==> config.mk <==
export PLATFORM = sky130hd
export DESIGN_NAME = cs
export DESIGN_NICKNAME = d
export VERILOG_FILES = /design/src/rtl/cs.sv
export SDC_FILE = /design/constraint.sdc
export NUM_CORES = 1
export LEC_CHECK = 0
export ABC_AREA = 0
export BUFFER_PORTS_ARGS = -buffer_cell sky130_fd_sc_hd__buf_4
export CORE_MARGIN = 4
export CORE_UTILIZATION = 55
export DETAILED_ROUTE_END_ITERATION = 16
export GPL_TIMING_DRIVEN = 0
export PLACE_DENSITY_LB_ADDON = 0.25
export SLEW_MARGIN = 20
export SYNTH_ARGS = -nofsm -noshare
export SYNTH_HDL_FRONTEND = slang
export SYNTH_SLANG_ARGS = --single-unit
==> constraint.sdc <==
create_clock -name clk -period 36.9 [get_ports clk]
set_clock_uncertainty 0.05 [all_clocks]
set_input_delay 1.845 -clock clk [delete_from_list [all_inputs] [get_ports clk]]
set_output_delay 1.845 -clock clk [all_outputs]
set_load 0.02 [all_outputs]
==> src/rtl/cs.sv <==
// Sliding-window approximate-average filter over the 9 most recent 8-bit
// samples. Y = floor((sum + 9*appr) / 8), where appr is the largest sample
// in the window not above floor(sum / 9).
//
// Stream contract: there is no valid/ready handshake. X is captured on
// every posedge while reset is low. All outputs are purely combinational
// functions of the window registers, so they settle just after posedge and
// hold for the rest of the cycle.
module cs (
    input  logic       clk,
    input  logic       reset,
    input  logic [7:0] X,
    output logic [9:0] Y,
    output logic [7:0] appr,
    output logic [7:0] avg
);

    localparam int N = 9;

    // Shift window: r_win[0] is the newest sample, r_win[8] the oldest.
    logic [7:0]  r_win [N];

    logic [11:0] w_sum;        // max 9*255 = 2295
    logic [7:0]  w_avg;        // floor(w_sum / 9), max 255
    logic [7:0]  w_appr;       // largest window entry <= w_avg
    logic [11:0] w_appr_x9;    // 9*appr, max 2295
    logic [12:0] w_total;      // sum + 9*appr, max 4590

    // Window shift register: clear on reset, otherwise push X in at the front.
    always_ff @(posedge clk) begin
        if (reset) begin
            for (int i = 0; i < N; i++) begin
                r_win[i] <= '0;
            end
        end else begin
            for (int i = N - 1; i > 0; i--) begin
                r_win[i] <= r_win[i-1];
            end
            r_win[0] <= X;
        end
    end

    // Window sum, accumulated at 12 bits so the worst case cannot wrap.
    always_comb begin
        w_sum = '0;
        for (int i = 0; i < N; i++) begin
            w_sum = w_sum + {4'b0000, r_win[i]};
        end
    end

    // Exact floor division by the window length; quotient never exceeds 255.
    always_comb begin
        w_avg = 8'(w_sum / 12'd9);
    end

    // Largest entry not above the average; the window minimum always
    // qualifies, so starting from zero gives the correct result.
    always_comb begin
        w_appr = '0;
        for (int i = 0; i < N; i++) begin
            if ((r_win[i] <= w_avg) && (r_win[i] > w_appr)) begin
                w_appr = r_win[i];
            end
        end
    end

    // Output arithmetic: 9*appr as shift-and-add, then divide by 8 by shifting.
    always_comb begin
        w_appr_x9 = {1'b0, w_appr, 3'b000} + {4'b0000, w_appr};
        w_total   = {1'b0, w_sum} + {1'b0, w_appr_x9};
    end

    assign Y    = 10'(w_total >> 3);
    assign appr = w_appr;
    assign avg  = w_avg;

endmodule

==> results_dict.tcl <==
set metrics [dict create \
    status "finished, final reports clean" \
    drcViolationCount 0 \
    drt_first_pass_iters 5 \
    cp_common_cell "ha_1" \
    ctsResizeCount 0 \
    finalSetupViolCount 0 \
    hold_viol_final 0 \
    cts_buffers 9 \
    required_ns 35.00 \
    path_clk_slew_ns 0.06 \
    worstHoldStart "r_win[0][1]" \
    crit_path_max_fanout 12 \
    drive_gt1_share_pct 9.083 \
    clock-sinks 72 \
    min_path_cells 1 \
    synth-edff-count 0 \
    place_ws_ns 3.375 \
    routed-wl-met3_mm 1.325 \
    gp_congestion 0.8915 \
    vias_per_cell 5.836 \
    r2r-start "r_win[0][25]" \
    top_regs "r_win x72" \
    core-area_um2 16700 \
    rsz0062_at_grt "false" \
    dp_cells 1382 \
    cp-start-kind "register" \
    ctsRootBufferMaster "clkbuf_16" \
    insertion_delay_ns 0.35 \
    tritoncts "yes" \
    reg2reg_to "r_win[0][33]" \
    wirelength_mm 23.30 \
    die_x_um 139.2 \
    grt_max_degree 14 \
    grt_usage_pct 24.50 \
    drtIter0Drc 562 \
    met2_length_mm 10.10 \
    worst_path_max_delay_cell "buf_1" \
    cp.arrival_ns 32.57 \
    ys_ff_latch 72 \
    ff2ff_path_depth 3 \
    start_util_pct 56.72 \
    tightest_slew_ns 0.7721 \
    syn_nets 1351 \
    final_nets 1396 \
    seq_area_frac_synth_pct 15.22 \
    syn_area_um2 9473 \
    reg2reg_setup_slack_ns 35.78 \
    slowest_delay_ns 0.64 \
    worst-setup-path-type "reg2out" \
    finalMaxSlewViolations 0 \
    cts.hold.buffers_added 0 \
    dpl.hpwl_mm 19.25 \
    fp.dieH_um 139.2 \
    synth_cells 1128 \
    syn_area_per_cell_um2 8.398 \
    end_kind "primary output" \
    max_flop_register "r_win" \
    finalNonFillerCells 1398 \
    diodes 0 \
    largest_reg_flops 72 \
    whs_endpoint "r_win[0][9]" \
    die_area_um2 19390 \
    ys_types 90 \
    rows 47 \
    drtAntennaViolNets 0 \
    ioPinCount 36 \
    holdCritPathClass "reg2reg" \
    overflow 0 \
    setup_slack_ns 2.432 \
    maxSlewHeadroom_pct 48.53 \
    maxCapViolCount 0 \
    antenna_found_initial 0 \
    cts_htree_levels 3 \
    finalCriticalPeriod_ns 34.47 \
    fin_setup_tns_ns 0 \
    clockBufferDepth 2 \
    io_buffer_count 34 \
    synth_async_sr_flop_share_pct 0 \
    via_count 8159 \
    area.growth.synth_to_final_pct 9.259 \
    synth_top_area_share_pct 20.87 \
    route.detailed.wl_per_inst_um 16.67 \
    grt_pass1_wl_mm 39.16 \
    yosysTopAreaCell "ha_1" \
    final_core_util_pct 61.97 \
    synth_ff_type "dfxtp_1" \
    grt_pass1_vias 7771 \
    top_layer "met4" \
    max_freq_mhz 29.01 \
    met1_length_mm 11.42 \
    fill_cells 1498 \
    min_period_over_period_pct 93.41 \
    yosysWarningCount 0 \
    cts_setup_buffers 0 \
    ys_top_cells_by_area "ha_1 21%, dfxtp_1 15%, fa_1 12%" \
]
==> routing by layer <==
| layer | up-vias | GRT usage [%] |
|---|---|---|
| met1 | 3857 | 35.97 |
| met4 | 0 | 6.540 |
| met5 | - | 0 |
| met2 | 226 | 37.66 |
| li1 | 4043 | - |
| met3 | 33 | 3.739 |
==> cell families (layout without fill, tap and decap cells) <==
family	after synthesis	count (layout)	synth area share [%]
xor gates and xnor gates	31	31	3.170
and+or+nand+nor	324	324	17.24
adders and majority gates	220	220	33.25
muxes	33	33	4.015
buffers and inverters	175	225	7.093
AOI/OAI and AO/OA	273	273	20.02
DFF	72	72	15.22
==> synth_stat cells, types with 14 or more instances <==
library cell  instances
a21o_1               20
nand3_1              26
nor2b_1              57
mux2_2               15
xnor2_1              21
ha_1                158
nor3_1               17
a21oi_1              68
nand2b_1             14
a211oi_1             15
inv_1               150
o21ai_0              57
dfxtp_1              72
clkbuf_1             15
mux2i_1              14
fa_1                 55
nand4_1              14
nor2_1               89
nand2_1              58
==> cells in the final DEF (no fill, tap or decap), types with 17 or more instances in the layout <==
master   Yosys  routed
nand2_1     58      58
a21o_1      20      20
o21ai_0     57      57
nand3_1     26      26
inv_1      150     150
ha_1       158     158
nor2_1      89      88
fa_1        55      55
nor2b_1     57      57
dfxtp_1     72      72
buf_4        1      35
nor3_1      17      17
a21oi_1     68      68
xnor2_1     21      21
==> critical path, delay by kind of cell (launching register included) <==
kind / cells / cell delay, ns
AOI/OAI and AO/OA: 52 / 10.40
xor gates and xnor gates: 2 / 0.31
adders and majority gates: 21 / 7.28
buffers and inverters: 20 / 4.29
DFF: 1 / 0.41
muxes: 6 / 2.01
and+or+nand+nor: 36 / 7.48
==> layout make-up <==
class | instances | area (um^2) | share of cell area [%]
buffer | 21 | 93.84 | 0.9067
clock buffer | 9 | 225.2 | 2.176
clock inverter | 7 | 118.9 | 1.148
inverter | 154 | 578.1 | 5.585
multi-input combinational | 881 | 7362 | 71.13
sequential | 72 | 1441 | 13.93
tap | 220 | 275.3 | 2.660
timing repair buffer | 34 | 255.2 | 2.466
==> how the worst max path moves through the flow <==
stage               cells past startpoint  slack (ns)         start  endpoint
floorplan                             135        7.61  r_win[0][18]      Y[8]
global placement                      137        3.75  r_win[0][18]      Y[7]
detailed placement                    136        3.38  r_win[0][18]      Y[7]
CTS                                   137        2.77  r_win[0][18]      Y[7]
global route                          137        0.20  r_win[0][18]      Y[7]
finish                                137        2.43  r_win[0][18]      Y[7]
==> metrics by stage <==
step | hold slack, ns | area (um^2)
finish | 0.4767 | 10350
global route | 0.5069 | 10350
CTS | 0.4802 | 10350
detailed placement | 0.4690 | 10000
global placement | 0.4461 | 10000
floorplan | 0.4261 | 9473
Power is left out: the tool's default activity adds up to more than one toggle a clock period on the data nets, which glitch-free logic cannot reach.
